<file path="config.mk">
export PLATFORM = sky130hd
export DESIGN_NAME = artyz7_led_fanout_debounce
export DESIGN_NICKNAME = d
export VERILOG_FILES = /design/src/rtl/artyz7_led_fanout_pkg.sv /design/src/rtl/artyz7_debounce_channel.sv /design/src/rtl/artyz7_led_fanout_debounce.sv
export SDC_FILE = /design/constraint.sdc
export NUM_CORES = 1
export LEC_CHECK = 0
export CAP_MARGIN = 20
export CORE_UTILIZATION = 51
export DETAILED_ROUTE_END_ITERATION = 7
export PLACE_DENSITY_LB_ADDON = 0.15
export SYNTH_ARGS = -nofsm -noshare
export SYNTH_HDL_FRONTEND = slang
export SYNTH_HIERARCHICAL = 1
export SYNTH_SLANG_ARGS = --single-unit
</file>
<file path="constraint.sdc">
create_clock -name ext_clk -period 1.85 [get_ports ext_clk]
set_input_delay 0.185 -clock ext_clk [delete_from_list [all_inputs] [get_ports ext_clk]]
set_output_delay 0.185 -clock ext_clk [all_outputs]
set_load 0.01 [all_outputs]
</file>
<file path="src/rtl/artyz7_led_fanout_pkg.sv">
// Shared constants, offset type and modulo index helper for the Arty Z7 LED fan-out block.
// The optional edge-pulse path is controlled by ARTYZ7_LED_FANOUT_EDGE_PULSE_EN.
package artyz7_led_fanout_pkg;

    localparam int NUM_LEDS                = 4;
    localparam int NUM_DUMMY_OUTPUT        = 23;
    localparam int DEFAULT_SYNC_STAGES     = 2;
    localparam int DEFAULT_DEBOUNCE_CYCLES = 1000;
    localparam int DEFAULT_ROTATE_PERIOD   = 50000000;
    localparam int DEFAULT_OFFSET_W        = (NUM_LEDS > 1) ? $clog2(NUM_LEDS) : 1;

    typedef logic [DEFAULT_OFFSET_W-1:0] offset_t;

    // Channel feeding output bit bit_idx when the mapping is rotated by off.
    function automatic int unsigned fanout_index(input int unsigned bit_idx,
                                                 input int unsigned off,
                                                 input int unsigned num_ch);
        return (bit_idx + off) % num_ch;
    endfunction

endpackage

</file>
<file path="src/rtl/artyz7_debounce_channel.sv">
// One input channel: multi-flop synchroniser followed by a mismatch-counting debouncer.
// The rise output is only generated when ARTYZ7_LED_FANOUT_EDGE_PULSE_EN is defined.
module artyz7_debounce_channel
    import artyz7_led_fanout_pkg::*;
#(
    parameter int SYNC_STAGES     = DEFAULT_SYNC_STAGES,
    parameter int DEBOUNCE_CYCLES = DEFAULT_DEBOUNCE_CYCLES
) (
    input  logic clk,
    input  logic reset,
    input  logic din,
    output logic stable,
    output logic rise
);

    localparam int CNT_W = $clog2(DEBOUNCE_CYCLES + 1);
    localparam logic [CNT_W-1:0] CNT_LAST = CNT_W'(DEBOUNCE_CYCLES - 1);

    logic [SYNC_STAGES-1:0] sync_q, sync_d;
    logic [CNT_W-1:0]       cnt_q, cnt_d;
    logic                   stable_q, stable_d;
    logic                   sync_bit;

    // A new level is accepted only after DEBOUNCE_CYCLES consecutive mismatching samples.
    always_comb begin
        sync_d   = {sync_q[SYNC_STAGES-2:0], din};
        sync_bit = sync_q[SYNC_STAGES-1];
        cnt_d    = cnt_q;
        stable_d = stable_q;
        if (sync_bit == stable_q) begin
            cnt_d = '0;
        end else if (cnt_q == CNT_LAST) begin
            stable_d = sync_bit;
            cnt_d    = '0;
        end else begin
            cnt_d = cnt_q + CNT_W'(1);
        end
    end

    always_ff @(posedge clk) begin
        if (reset) begin
            sync_q   <= '0;
            cnt_q    <= '0;
            stable_q <= 1'b0;
        end else begin
            sync_q   <= sync_d;
            cnt_q    <= cnt_d;
            stable_q <= stable_d;
        end
    end

    assign stable = stable_q;

`ifdef ARTYZ7_LED_FANOUT_EDGE_PULSE_EN
    logic prev_q, prev_d;

    always_comb begin
        prev_d = stable_q;
    end

    always_ff @(posedge clk) begin
        if (reset) begin
            prev_q <= 1'b0;
        end else begin
            prev_q <= prev_d;
        end
    end

    assign rise = stable_q & ~prev_q;
`else
    assign rise = 1'b0;
`endif

endmodule

</file>
<file path="src/rtl/artyz7_led_fanout_debounce.sv">
// Debounced LED inputs fanned out to NUM_OUTPUTS pins through a periodically rotating mapping.
// Define ARTYZ7_LED_FANOUT_EDGE_PULSE_EN to enable the edge_pulse outputs (tied low otherwise).
module artyz7_led_fanout_debounce
    import artyz7_led_fanout_pkg::*;
#(
    parameter int NUM_INPUTS      = NUM_LEDS,
    parameter int NUM_OUTPUTS     = NUM_DUMMY_OUTPUT,
    parameter int SYNC_STAGES     = DEFAULT_SYNC_STAGES,
    parameter int DEBOUNCE_CYCLES = DEFAULT_DEBOUNCE_CYCLES,
    parameter int ROTATE_PERIOD   = DEFAULT_ROTATE_PERIOD,
    localparam int OFF_W          = (NUM_INPUTS > 1) ? $clog2(NUM_INPUTS) : 1
) (
    input  logic                   ext_clk,
    input  logic                   reset,
    input  logic [NUM_INPUTS-1:0]  led,
    input  logic                   rotate_enable,
    output logic [NUM_INPUTS-1:0]  stable_led,
    output logic [NUM_INPUTS-1:0]  edge_pulse,
    output logic [NUM_OUTPUTS-1:0] dummy_output,
    output logic [OFF_W-1:0]       offset
);

    localparam int RC_W  = (ROTATE_PERIOD > 1) ? $clog2(ROTATE_PERIOD) : 1;
    localparam int IDX_W = $clog2(NUM_OUTPUTS + NUM_INPUTS) + 1;
    localparam logic [RC_W-1:0]  RC_LAST  = RC_W'(ROTATE_PERIOD - 1);
    localparam logic [OFF_W-1:0] OFF_LAST = OFF_W'(NUM_INPUTS - 1);

    logic [NUM_INPUTS-1:0]  stable, rise;
    logic [RC_W-1:0]        rot_cnt_q, rot_cnt_d;
    logic [OFF_W-1:0]       offset_q, offset_d;
    logic [NUM_OUTPUTS-1:0] dummy_q, dummy_d;
    logic [IDX_W-1:0]       sel;

    for (genvar k = 0; k < NUM_INPUTS; k++) begin : g_ch
        artyz7_debounce_channel #(
            .SYNC_STAGES     (SYNC_STAGES),
            .DEBOUNCE_CYCLES (DEBOUNCE_CYCLES)
        ) u_ch (
            .clk    (ext_clk),
            .reset  (reset),
            .din    (led[k]),
            .stable (stable[k]),
            .rise   (rise[k])
        );
    end

    // Disabling rotation pauses both the period counter and the offset.
    always_comb begin
        rot_cnt_d = rot_cnt_q;
        offset_d  = offset_q;
        if (rotate_enable) begin
            if (rot_cnt_q == RC_LAST) begin
                rot_cnt_d = '0;
                offset_d  = (offset_q == OFF_LAST) ? '0 : offset_q + OFF_W'(1);
            end else begin
                rot_cnt_d = rot_cnt_q + RC_W'(1);
            end
        end
    end

    always_comb begin
        dummy_d = '0;
        sel     = '0;
        for (int i = 0; i < NUM_OUTPUTS; i++) begin
            sel = IDX_W'(fanout_index(i, 32'(offset_q), NUM_INPUTS));
            for (int k = 0; k < NUM_INPUTS; k++) begin
                if (sel == IDX_W'(k)) begin
                    dummy_d[i] = stable[k];
                end
            end
        end
    end

    always_ff @(posedge ext_clk) begin
        if (reset) begin
            rot_cnt_q <= '0;
            offset_q  <= '0;
            dummy_q   <= '0;
        end else begin
            rot_cnt_q <= rot_cnt_d;
            offset_q  <= offset_d;
            dummy_q   <= dummy_d;
        end
    end

    assign stable_led   = stable;
    assign edge_pulse   = rise;
    assign dummy_output = dummy_q;
    assign offset       = offset_q;

endmodule

</file>
==> run metrics <==
Internal Pwr Total 2.551 mW; commonest non-fill, non-tap cell in the layout dfxtp_1; post-synth design cell area 4034 µm²; Post-Syn Area per Cell 8.769 µm²; Final min period 2026 ps; Worst Path Required 2140 ps; Final Hold Fails 0; Residual DRC 0; CTS tree yes; gr ovfl total 0; clock share of power 40.4%; pin count of the biggest net entering global routing 26; Hold Crit Start led[2]; Comb power frac 4.0%; IO Port Bufs 35; ANT cells 0; PwrDens 673.8 nW/µm²; number of distinct library cells after synthesis 37; row cnt 32; Async S/R FF share, synth 0%; Routed WL per cell 13.22 µm; Most used DFF post-synth dfxtp_1; die height 90.94 µm; clock sink total 84; f_max 0.4935 GHz; initial antenna violation count 0; flops & latches, synth 84; routability cong. 0.7703; Setup TNS -3518 ps; Core ar. 7687 µm²; Setup crit start kind flop; synth-to-layout area growth 20.81%; Max Root-Sink Buffers 2; worst-skew pair later-pin latency 350 ps; Inserted Clock Buffers 9; via-per-instance ratio 5.548; vias 3,390; final period utilization 109.5%; Max Fanout on Critical Path 4; Cells after DPL 590; Seq/Total Area, Yosys 41.69%; status complete, but fails checks; CP arrival 2310 ps; Synth Net Count 480; failing checks setup timing; most frequent cells in the layout dfxtp_1, nand2_1, clkdlybuf4s50_1; layout cells sized above 1 16.50%; Iter 0 DRT Violations 143; num ports 40; Synth Instances 460; first-pass GRT wire length 13,430 µm; Post-DRT Antenna Nets 0; Total Routing Usage GR 19.82%; fin cells 611; Critical R2R Launch rot_cnt_q[7]; sw power 0.7330 mW; initial core utilization 52.47%; Sw Ratio 22.32%; static leakage power 1.560 nW; Seq pwr share 55.7%; Reg clk slew, reported paths 80 ps; die width 90.94 µm; endpoints failing setup 27; hold bufs inserted after CTS 0; max_slew headroom 60.85%; Tightest Pin Transition 586.3 ps; final setup skew 9.827 ps; count of pins over their slew limit 0; peak supply drop 0.3197 mV; Worst Hold Class input pin to flop; CTS H-Tree Depth 3; RSZ-0062 raised after global routing yes; Die Area 8269 µm²; Routed WL 8080 µm; yosys warns 6; NumNets Final 524; Critical path origin rot_cnt_q[7]; max cap viols 0; EDFF count, synth 0; Final Core Density 63.40%; critical path capture point type flop; Root Buffer clkbuf_8; setup ws final -176.3 ps; Setup Crit Path Kind flop to flop; number of global-route vias before repair 3,075; first drt pass iteration count 4; HPWL Detailed 5368 µm
==> flip-flops by register name, indices dropped and copies added (netlist names) <==
name              cells
g_ch.u_ch/cnt_q      40
g_ch.u_ch/sync_q      8
g_ch.u_ch/stable      4
dummy_output          4
rot_cnt_q            26
offset                2
==> layer usage <==
| metal | GRT usage, % | vias up | wire [µm] |
|---|---|---|---|
| met5 | 0 | - | 0 |
| met1 | 23.63 | 1586 | 3706 |
| met3 | 4.606 | 16 | 272 |
| met4 | 8.069 | 0 | 152 |
| met2 | 34.28 | 67 | 3949 |
| li1 | - | 1721 | - |
==> critical path, stage by stage (launching register included) <==
cell and delay (ps):
dfxtp_2 330, or4b_1 510, or4_4 470, or4_1 520, a21oi_1 140
==> Yosys cell counts, types with 2 or more instances <==
master,number,area (µm²)
nor4_1,3,18.77
nand4_1,10,62.56
inv_1,24,90.09
o311ai_2,4,65.06
a221oi_1,6,52.55
nor3_1,2,10.01
a211o_1,4,35.03
or3_1,17,106.4
and3b_1,2,17.52
xor2_1,15,131.4
or4_4,2,22.52
or3_2,4,30.03
clkbuf_1,3,11.26
dfxtp_1,84,1682
buf_2,2,10.01
xnor2_1,12,105.1
a211oi_1,2,15.01
nand3_1,18,90.09
conb_1,4,15.01
o21ai_0,21,105.1
nand4bb_1,5,56.30
nand2_1,39,146.4
or4_1,21,157.7
and4_1,3,26.28
buf_4,25,187.7
nor2_1,39,146.4
nor2b_1,10,62.56
a21oi_1,40,200.2
ha_1,13,162.7
o31ai_1,19,142.6
==> final cells by class <==
cell class                      instances  area [µm²]
Sequential cell                        84        1683
Fill cell                             666        2814
Clock inverter                          5       60.06
Clock buffer                           11       141.4
Multi-Input combinational cell        321        2136
Timing Repair Buffer                   64       635.6
Inverter                               24       90.09
Tap cell                              102       127.6
==> final timing paths <==
| path | to | slack [ps] | cells past startpoint |
|---|---|---|---|
| hold / removal | g_ch[2].u_ch/sync_q[0] | 380 | 2 |
| setup / recovery | offset[1] | -180 | 4 |
| hold reg to reg | g_ch[1].u_ch/sync_q[1] | 440 | 1 |
| setup reg to reg | offset[1] | -180 | 4 |
==> repair_timing <==
| action | CTS | global route |
|---|---|---|
| cloned | 0 | 3 |
| gates resized for setup | 0 | 20 |
| setup buffers | 0 | 2 |
| setup endpoints to repair | 26 | 26 |
| pin swaps | 1 | 1 |
==> metrics by stage <==
step	worst slack [ps]	power (mW)	hold slack, ps	instance area (µm²)
6_report	-176.3	3.284	382.2	4873
5_1_grt	-223.0	3.411	369.0	4873
4_1_cts	-190.7	3.292	357.6	4733
3_5_place_dp	-389.0	1.977	430.4	4532
3_3_place_gp	-369.2	1.974	415.0	4532
2_1_floorplan	-135.0	1.937	254.1	4070
==> power by group through the flow <==
stage	clock (mW)	combinational, mW	sequential [mW]
3_3_place_gp	0	0.103	1.87
2_1_floorplan	0	0.0627	1.87
3_5_place_dp	0	0.105	1.87
5_1_grt	1.44	0.142	1.83
6_report	1.33	0.130	1.83
4_1_cts	1.36	0.106	1.83
==> cell families after synthesis <==
family | count (synthesis) | synth area share [%]
adders and majority gates | 13 | 4.032
xor gates and xnor gates | 27 | 5.862
buffers and inverters | 55 | 7.506
AOI/OAI and AO/OA | 97 | 15.79
and+or+nand+nor | 179 | 24.50
DFF | 84 | 41.69
other | 4 | 0.3721
muxes | 1 | 0.2481
Power figures use the tool's default switching activity.
==> patch (same settings) <==
Set the package constant `NUM_LEDS` to 8 (it was 4).
--- a/src/rtl/artyz7_led_fanout_pkg.sv
+++ b/src/rtl/artyz7_led_fanout_pkg.sv
@@ -2,7 +2,7 @@
 // The optional edge-pulse path is controlled by ARTYZ7_LED_FANOUT_EDGE_PULSE_EN.
 package artyz7_led_fanout_pkg;
 
-    localparam int NUM_LEDS                = 4;
+    localparam int NUM_LEDS                = 8;
     localparam int NUM_DUMMY_OUTPUT        = 23;
     localparam int DEFAULT_SYNC_STAGES     = 2;
     localparam int DEFAULT_DEBOUNCE_CYCLES = 1000;
Ports: changed (resized edge_pulse, led, offset and stable_led); port bits go from 40 to 53. No check against the original RTL was run, so the function may have changed too.
==> patch against the unedited design <==
Routed wire length is 78% higher; worst setup slack improved by 0.22 ns; sequential power increased by 68%; fmax grew 12%; combinational power grew 5%; cell area up 65%; clock power rose to 2.6 times the old value; power rose by 100%; sequential cell count is 57 higher; synthesized area rose by 67%; first-iteration DRC count rose to 2.5 times the old value; critical endpoint is now stable_led[4].
==> patch: results (changes against the unedited design) <==
outcome finished, final reports clean (was complete, but fails checks); Worst-path clk slew 0.06 ns (was 0.08 ns); Worst R2R Setup Slack 0.11 ns (was -0.18 ns); clk_lat worst skew 0.43 ns (was 0.35 ns); starting DRC count in detailed routing 364 (was 143); Total GRT Usage 22.3% (was 19.8%); # nets final 862 (was 524); Avg Inst Size Synth 8.70 µm² (was 8.77 µm²); Rel. slew slack 60.4% (was 60.8%); vias per std cell 5.69 (was 5.55); adder-cell share of the synthesized area 3.89% (was 4.03%); Int Pwr 5.31 mW (was 2.55 mW); r2r startpoint offset[1] (was rot_cnt_q[7]); final WL 14300 µm (was 8080 µm); Seq/Total Area, Yosys 41.8% (was 41.7%); Fin Hold WS 0.152 ns (was 0.382 ns); mux share of post-synthesis cell area 0.148% (was 0.248%); Synth Net Count 808 (was 480); fraction of layout cells with a size suffix above 1 11.3% (was 16.5%); total chip power 6.73 mW (was 3.28 mW); Worst R2R End offset[2] (was offset[1]); H-tree levels 4 (was 3); cell family contributing the most delay on the critical path buffers and inverters (was simple AND/OR/NAND/NOR gates); crit path max fanout 9 (was 4); first-pass GRT wire length 23900 µm (was 13400 µm); Clock Skews 0.00870 ns (was 0.00983 ns); Synth Area in Compound Gates 18.3% (was 15.8%); Peak VDD IR 0.771 mV (was 0.320 mV); vias 5776 (was 3390); share of the synthesized area in the top cell type 41.8% (was 41.7%); CTS buffer count 17 (was 9); Placement Setup Slack -0.0848 ns (was -0.389 ns); pin count of the biggest net entering global routing 18 (was 26); Lkg Pwr 2.63 nW (was 1.56 nW); Buffers on Ports 44 (was 35); Post-DP Area 7350 µm² (was 4530 µm²); RePlAce Congestion 0.818 (was 0.770); Placed Cells 979 (was 590); XOR/XNOR Fraction of Synth Area 5.71% (was 5.86%); synth top area cells dfxtp_1, a21oi_1, ha_1, xor2_1, nor2_1 (was dfxtp_1, a21oi_1, buf_4, ha_1, or4_1); vias in the first global route 5367 (was 3075); synth unique cells 49 (was 37); Pre-Repair DR Iteration Count 5 (was 4); hold_sp reset (was led[2]); hold path endpoint g_ch[4].u_ch/sync_q[1] (was g_ch[2].u_ch/sync_q[0]); CP peak stage delay 0.62 ns (was 0.52 ns)
-- patch: changes by cell type in the layout (fill, tap and decap cells not counted), moves of 13 or more --
| cell | delta |
|---|---|
| o21ai_0 | +21 |
| nor2_1 | +36 |
| nand2_1 | +20 |
| dfxtp_1 | +56 |
| clkbuf_16 | +15 |
| a21oi_2 | -13 |
| inv_1 | +23 |
| a21oi_1 | +46 |
| nand3_1 | +16 |
| xor2_1 | +15 |
-- patch: cell families after synthesis --
logic type	count (synthesis)
AO/OA/AOI/OAI	190
adder cells (fa/ha/maj)	21
AND/OR/NAND/NOR	289
buffers and inverters	82
flip-flops	141
XOR/XNOR	44
other	8
multiplexers	1
-- patch: per-layer routing --
layer	part of all wire [%]	global-route usage (%)	vias to the layer above
met5	0	0	-
met4	1.6	9.96	0
met3	3.2	5.10	19
met2	50	38.0	102
met1	45	26.8	2753
li1	-	-	2902
-- patch: repair_timing --
item                                    4_1_cts  5_1_grt
cloned                                        0        1
endpoints found under the setup margin        1       13
pin swaps                                     0        2
gates resized for setup                       1       12
setup buffers                                 0        3
-- patch: worst max path at each step --
stage                             start                to  slack, ns  depth (start not counted)
floorplan                     offset[1]  dummy_output[15]       0.04                          7
global placement          rotate_enable     rot_cnt_q[19]      -0.04                          5
detailed placement        rotate_enable     rot_cnt_q[19]      -0.08                          5
CTS                           offset[0]  dummy_output[19]       0.03                          7
global route                  offset[0]  dummy_output[19]      -0.01                          6
finish              g_ch[4].u_ch/stable     stable_led[4]       0.05                          1
-- patch: final cells by class --
class | instances | area (µm²)
Sequential cell | 141 | 2830
Timing Repair Buffer | 69 | 623
Tap cell | 172 | 215
Clock inverter | 13 | 163
Multi-Input combinational cell | 554 | 3600
Clock buffer | 19 | 453
Inverter | 47 | 176
Fill cell | 1046 | 4710
